==> src/rtl/bat_shooter_pkg.sv <==
// Shared definitions for the bat shooter: FSM state encodings, frame-tick
// coordinates and small saturating/absolute-difference helpers.
package bat_shooter_pkg;

  typedef enum logic [2:0] {
    ST_IDLE     = 3'd0,
    ST_CONFIRM  = 3'd1,
    ST_FIRE     = 3'd2,
    ST_COOLDOWN = 3'd3,
    ST_RELEASE  = 3'd4
  } shot_state_t;

  localparam logic [10:0] TICK_X = 11'd1;
  localparam logic [10:0] TICK_Y = 11'd1;
  localparam int          CNT_W  = 5;

  function automatic logic [CNT_W-1:0] sat_inc(input logic [CNT_W-1:0] v);
    return (v == '1) ? v : v + 5'd1;
  endfunction

  // Larger minus smaller, so the result never wraps.
  function automatic logic [10:0] abs_diff(input logic [10:0] a, input logic [10:0] b);
    return (a > b) ? a - b : b - a;
  endfunction

endpackage

==> src/rtl/hit_box_check.sv <==
// Combinational square hit box: hit when enabled and both axis distances
// are strictly below the radius.
module hit_box_check
  import bat_shooter_pkg::*;
(
  input  logic [10:0] ax,
  input  logic [10:0] ay,
  input  logic [10:0] bx,
  input  logic [10:0] by,
  input  logic [10:0] radius,
  input  logic        enable,
  output logic        hit
);

  logic [10:0] dx;
  logic [10:0] dy;

  assign dx  = abs_diff(ax, bx);
  assign dy  = abs_diff(ay, by);
  assign hit = enable && (dx < radius) && (dy < radius);

endmodule

==> src/rtl/shot_controller.sv <==
// Click debounce / fire / cooldown FSM for the bat shooter. Click is only
// sampled on frame ticks; all outputs are registered.
module shot_controller
  import bat_shooter_pkg::*;
#(
  parameter int          CLICK_FRAMES    = 2,
  parameter int          COOLDOWN_FRAMES = 15,
  parameter logic [10:0] HIT_RADIUS      = 11'd20,
  parameter logic [7:0]  SCORE_MAX       = 8'd255
) (
  input  logic        VGA_CLK,
  input  logic        reset,
  input  logic [10:0] VGA_X,
  input  logic [10:0] VGA_Y,
  input  logic [10:0] iX,
  input  logic [10:0] iY,
  input  logic        iClicked,
  input  logic [10:0] iBatX,
  input  logic [10:0] iBatY,
  input  logic        iBatAlive,
  output logic        oFire,
  output logic        oHit,
  output logic [10:0] oShotX,
  output logic [10:0] oShotY,
  output logic [7:0]  oScore,
  output logic [2:0]  oState
);

  localparam logic [CNT_W-1:0] CLICK_N = CNT_W'(CLICK_FRAMES);
  localparam logic [CNT_W-1:0] COOL_N  = CNT_W'(COOLDOWN_FRAMES);

  shot_state_t      state;
  logic [CNT_W-1:0] cnt;
  logic [CNT_W-1:0] cnt_inc;
  logic             frame_tick;
  logic             hit_now;

  assign frame_tick = (VGA_X == TICK_X) && (VGA_Y == TICK_Y);
  assign cnt_inc    = sat_inc(cnt);
  assign oState     = state;

  // Hit is evaluated against the position being latched, so oHit lines up
  // with the oShotX/oShotY visible during FIRE.
  hit_box_check u_hit_box_check (
    .ax     (iX),
    .ay     (iY),
    .bx     (iBatX),
    .by     (iBatY),
    .radius (HIT_RADIUS),
    .enable (iBatAlive),
    .hit    (hit_now)
  );

  always_ff @(posedge VGA_CLK) begin
    if (reset) begin
      state  <= ST_IDLE;
      cnt    <= '0;
      oFire  <= 1'b0;
      oHit   <= 1'b0;
      oShotX <= '0;
      oShotY <= '0;
      oScore <= '0;
    end else begin
      oFire <= 1'b0;
      oHit  <= 1'b0;
      unique case (state)
        ST_IDLE: begin
          if (frame_tick && iClicked) begin
            cnt <= 5'd1;
            if (CLICK_N == 5'd1) begin
              state  <= ST_FIRE;
              oFire  <= 1'b1;
              oHit   <= hit_now;
              oShotX <= iX;
              oShotY <= iY;
            end else begin
              state <= ST_CONFIRM;
            end
          end
        end
        ST_CONFIRM: begin
          if (frame_tick) begin
            if (!iClicked) begin
              state <= ST_IDLE;
              cnt   <= '0;
            end else begin
              cnt <= cnt_inc;
              if (cnt_inc == CLICK_N) begin
                state  <= ST_FIRE;
                oFire  <= 1'b1;
                oHit   <= hit_now;
                oShotX <= iX;
                oShotY <= iY;
              end
            end
          end
        end
        ST_FIRE: begin
          state <= ST_COOLDOWN;
          cnt   <= '0;
          if (oHit && (oScore < SCORE_MAX))
            oScore <= oScore + 8'd1;
        end
        ST_COOLDOWN: begin
          if (frame_tick) begin
            cnt <= cnt_inc;
            if (cnt_inc == COOL_N)
              state <= ST_RELEASE;
          end
        end
        ST_RELEASE: begin
          // A held click parks here until it drops, preventing autofire.
          if (frame_tick && !iClicked) begin
            state <= ST_IDLE;
            cnt   <= '0;
          end
        end
        default: begin
          state <= ST_IDLE;
          cnt   <= '0;
        end
      endcase
    end
  end

endmodule

==> config.mk <==
export PLATFORM = sky130hd
export DESIGN_NAME = shot_controller
export DESIGN_NICKNAME = d
export VERILOG_FILES = /design/src/rtl/bat_shooter_pkg.sv /design/src/rtl/hit_box_check.sv /design/src/rtl/shot_controller.sv
export SDC_FILE = /design/constraint.sdc
export NUM_CORES = 1
export LEC_CHECK = 0
export CAP_MARGIN = 20
export CORE_MARGIN = 2
export CORE_UTILIZATION = 53
export CTS_CLUSTER_DIAMETER = 100
export DETAILED_ROUTE_END_ITERATION = 12
export MAX_ROUTING_LAYER = met4
export PLACE_DENSITY = 0.88
export SETUP_SLACK_MARGIN = 0.2
export SYNTH_ARGS = -nofsm -noshare
export SYNTH_HDL_FRONTEND = slang
export SYNTH_SLANG_ARGS = --single-unit
==> constraint.sdc <==
create_clock -name VGA_CLK -period 4.4 [get_ports VGA_CLK]
set_input_delay 0.66 -clock VGA_CLK [delete_from_list [all_inputs] [get_ports VGA_CLK]]
set_output_delay 0.66 -clock VGA_CLK [all_outputs]
set_load 0.03 [all_outputs]
==> metrics.txt <==
# TYPE chip_impl_metric gauge
chip_impl_info{name="outcome",value="completed"} 1
chip_impl_metric{name="worst_skew_pair.late_latency",unit="ns"} 0.30
chip_impl_metric{name="placedInstanceArea",unit="sq um"} 4700
chip_impl_metric{name="total_power",unit="mW"} 1.01
chip_impl_metric{name="detailed_place_hpwl",unit="um"} 7480
chip_impl_metric{name="cts_repair_resize_count",unit=""} 0
chip_impl_metric{name="drcViolationCount",unit=""} 0
chip_impl_metric{name="grt_remaining_overflow",unit=""} 0
chip_impl_metric{name="hold_viol",unit=""} 0
chip_impl_metric{name="synth-seq-cells",unit=""} 40
chip_impl_metric{name="detail_route.vias_per_cell",unit=""} 5.69
chip_impl_metric{name="numClockSinks",unit=""} 40
chip_impl_metric{name="fp.coreArea",unit="sq um"} 6720
chip_impl_metric{name="global_route_wire_length_before_repair",unit="um"} 15700
chip_impl_metric{name="achievable-frequency",unit="GHz"} 0.279
chip_impl_info{name="cp_cell_sequence",value="clkdlybuf4s50_1 > inv_1 > ha_1 > a211o_1 > o31a_1 > o21bai_4 > mux2i_1 > xor2_1 > and4bb_1 > o2111ai_1 > a2111oi_2"} 1
chip_impl_metric{name="antenna-diode-count",unit=""} 0
chip_impl_metric{name="drt-total-wl",unit="um"} 9540
chip_impl_metric{name="grt_pass1_vias",unit=""} 3597
chip_impl_metric{name="cts-htree-levels",unit=""} 2
chip_impl_metric{name="first_iter_violations",unit=""} 248
chip_impl_info{name="cts_root_buffer",value="clkbuf_8"} 1
chip_impl_metric{name="finalSetupTns",unit="ns"} 0
chip_impl_metric{name="slew_violations",unit=""} 0
chip_impl_metric{name="cts_buffer_depth",unit=""} 2
chip_impl_metric{name="syn_area_per_cell",unit="sq um"} 7.39
chip_impl_metric{name="grt_antenna_before_repair",unit=""} 0
chip_impl_info{name="critPathSlowestCell",value="clkdlybuf4s50_1"} 1
chip_impl_info{name="setup.worst_path.end_class",value="register"} 1
chip_impl_metric{name="synth-async-reset-ratio",unit=""} 0
chip_impl_metric{name="setup-violations-final",unit=""} 0
chip_impl_metric{name="cts_hold_buf",unit=""} 0
chip_impl_metric{name="share_of_synthesized_area_occupied_by_flip_flops_and_latches",unit=""} 0.220
chip_impl_metric{name="io_pins",unit=""} 105
chip_impl_metric{name="syn_inst",unit=""} 493
chip_impl_metric{name="ys_warn_count",unit=""} 0
chip_impl_metric{name="mappedNetlistNets",unit=""} 607
chip_impl_metric{name="tightest_slew",unit="ns"} 0.905
chip_impl_metric{name="cts_buffers",unit=""} 5
chip_impl_metric{name="overall_fraction_of_global_route_tracks_in_use",unit=""} 0.260
chip_impl_info{name="worst-setup-path-type",value="in -> reg"} 1
chip_impl_info{name="main_synth_ff_type",value="dfxtp_1"} 1
chip_impl_metric{name="firstDrtPassIters",unit=""} 5
chip_impl_metric{name="final_period_util",unit=""} 0.814
chip_impl_metric{name="cell_area_after_technology_mapping",unit="sq um"} 3640
chip_impl_metric{name="path_buf_inv",unit=""} 2
chip_impl_metric{name="inst_count_dp",unit=""} 657
chip_impl_metric{name="core.rowCount",unit=""} 30
chip_impl_metric{name="dieArea",unit="sq um"} 7550
chip_impl_metric{name="post_synth_num_cell_types",unit=""} 57
chip_impl_metric{name="dr_total_vias",unit=""} 3787
chip_impl_info{name="timing.critical_path.max_delay_family",value="compound AO/OA/AOI/OAI gates"} 1
chip_impl_metric{name="postCtsSetupRepairBufs",unit=""} 0
chip_impl_metric{name="skew",unit="ns"} 0.00865
chip_impl_info{name="timing.hold.worst.class",value="reg -> reg"} 1
chip_impl_info{name="unrepaired_setup_endpoints_after_global_routing",value="no"} 1
chip_impl_metric{name="drv.max_cap_violation_count",unit=""} 0
chip_impl_metric{name="initial_core_util",unit=""} 0.542
chip_impl_metric{name="dieWidth",unit="um"} 86.9
chip_impl_metric{name="clock_edge_transition_at_the_registers_on_the_reported_setup_and_hold_paths",unit="ns"} 0.09
chip_impl_metric{name="antenna_violating_nets_post_route",unit=""} 0
chip_impl_metric{name="port_buffers",unit=""} 104
chip_impl_metric{name="layout-drive-gt1-share",unit=""} 0.0359
chip_impl_metric{name="vdd_ir_drop_max",unit="mV"} 0.148
chip_impl_metric{name="power-per-cell-area",unit="nW/um^2"} 210
chip_impl_metric{name="power.leakage",unit="nW"} 2.11
chip_impl_metric{name="post-route-min-period",unit="ns"} 3.58
chip_impl_metric{name="critical_path_required",unit="ns"} 4.60
chip_impl_metric{name="finish.instance_area",unit="sq um"} 4810
chip_impl_metric{name="count_of_placed_standard_cells_in_the_final_layout_fillers_left_out",unit=""} 665
chip_impl_metric{name="synth-edff-count",unit=""} 0
chip_impl_info{name="tritoncts",value="done"} 1
chip_impl_metric{name="cpPeakStageDelay",unit="ns"} 0.48
chip_impl_metric{name="avgRoutedWirePerCell",unit="um"} 14.3
chip_impl_metric{name="areaGrowthSynthToFinish",unit="%"} 32.2
chip_impl_info{name="setup.worst_path.start_class",value="primary input"} 1
chip_impl_metric{name="timing.critical_path.arrival",unit="ns"} 3.78
chip_impl_metric{name="fin_nets",unit=""} 698
chip_impl_metric{name="place.gp.congestion",unit=""} 0.930
chip_impl_metric{name="timing.max_slew.rel_slack",unit=""} 0.391
chip_impl_metric{name="grt_start_max_net_pins",unit=""} 44
chip_impl_metric{name="crit_path_max_fo",unit=""} 13
chip_impl_metric{name="die_y",unit="um"} 86.9
-- tightest hold or removal path, delay by kind of cell, from the launching register on --
| kind | cells | cell delay, ns |
|---|---|---|
| flip-flops | 1 | 0.33 |
| AND/OR/NAND/NOR | 1 | 0.07 |
| AO/OA/AOI/OAI | 1 | 0.06 |
-- flip-flops by register name, indices dropped and copies added, names as in the netlist --
| name | cells |
|---|---|
| oState | 3 |
| oHit | 1 |
| oShotY | 11 |
| oShotX | 11 |
| oScore | 8 |
| oFire | 1 |
| cnt | 5 |
-- through the flow --
stage,hold WS (ns),utilization,setup slack [ns]
finish,0.495,0.717,0.816
global route,0.531,0.717,0.615
CTS,0.498,0.717,0.813
detailed placement,0.477,0.699,0.495
global placement,0.468,0.699,0.634
floorplan,0.502,-,1.36
-- placed cells by master (no fill, tap or decap), types with 10 or more instances in the layout --
cell             instances
nand3_1                 12
a211oi_1                10
nand2_1                 30
nor3_1                  10
a21oi_1                 50
nor2_1                  77
clkdlybuf4s50_1        104
o21ai_0                 12
mux2i_1                 12
xor2_1                  14
dfxtp_1                 40
inv_1                   52
ha_1                    44
-- area by class of cell --
cell class	count	area, sq um
Multi-Input combinational cell	378	2540
Sequential cell	40	801
Inverter	52	195
Tap cell	80	100
Clock buffer	5	68.8
Clock inverter	3	46.3
Timing Repair Buffer	107	1060
Fill cell	549	1900
-- routing by layer --
| layer | routed length, um | GRT usage |
|---|---|---|
| met5 | 0 | - |
| met4 | 148 | 0.0682 |
| met3 | 665 | 0.0464 |
| met2 | 4560 | 0.446 |
| met1 | 4170 | 0.313 |
-- report_power, final --
part	total, mW	internal (mW)	switching (mW)
clock	0.315	0.171	0.144
combinational	0.335	0.162	0.173
sequential	0.362	0.362	0.0000000169
total	1.01	0.694	0.317
-- path summary, 6_finish.rpt --
| check | from | endpoint | slack (ns) | depth (start not counted) |
|---|---|---|---|---|
| setup / recovery | iY[4] | oHit$_SDFF_PP0_ | 0.82 | 11 |
| hold / removal | oShotX[3]$_SDFFE_PP0P_ | oShotX[3]$_SDFFE_PP0P_ | 0.50 | 2 |
| setup reg to reg | cnt[0]$_SDFFE_PP0P_ | oHit$_SDFF_PP0_ | 1.33 | 11 |
| hold reg to reg | oShotX[3]$_SDFFE_PP0P_ | oShotX[3]$_SDFFE_PP0P_ | 0.50 | 2 |
-- synthesized netlist by cell type (all sizes together), types with 2 or more instances --
cell,number,area [sq um]
nor2,78,295
inv,52,195
a21oi,50,250
ha,44,551
dfxtp,40,801
nand2,30,113
clkbuf,18,67.6
o21ai,14,70.1
xor2,14,123
mux2i,12,120
nand3,12,60.1
a211oi,10,75.1
nor3,10,50.1
nand4,9,71.3
nor2b,8,50.1
xnor2,8,70.1
nor4,7,58.8
buf,5,37.5
nand2b,5,31.3
o21bai,5,48.8
a21o,4,30.0
or2,4,25.0
or3,4,25.0
a2111oi,3,32.5
a211o,3,26.3
a311oi,3,26.3
a31oi,3,18.8
and3,3,18.8
nor4b,3,26.3
o211ai,3,22.5
o221ai,3,26.3
a32oi,2,17.5
a41oi,2,17.5
nand3b,2,15.0
o2111ai,2,17.5
o21a,2,15.0
o2bb2ai,2,17.5
o31a,2,17.5
or4,2,15.0
-- cells by family (layout without fill, tap and decap cells) --
kind of cell | Yosys count | in the layout | share of synthesized area
compound gates | 120 | 120 | 0.218
mux | 12 | 12 | 0.0330
buf+inv | 75 | 167 | 0.0825
fa+ha+maj | 44 | 44 | 0.151
xor+xnor | 22 | 22 | 0.0529
flops | 40 | 40 | 0.220
simple gates | 180 | 180 | 0.242
No activity file was read; power rests on OpenSTA's default activity.
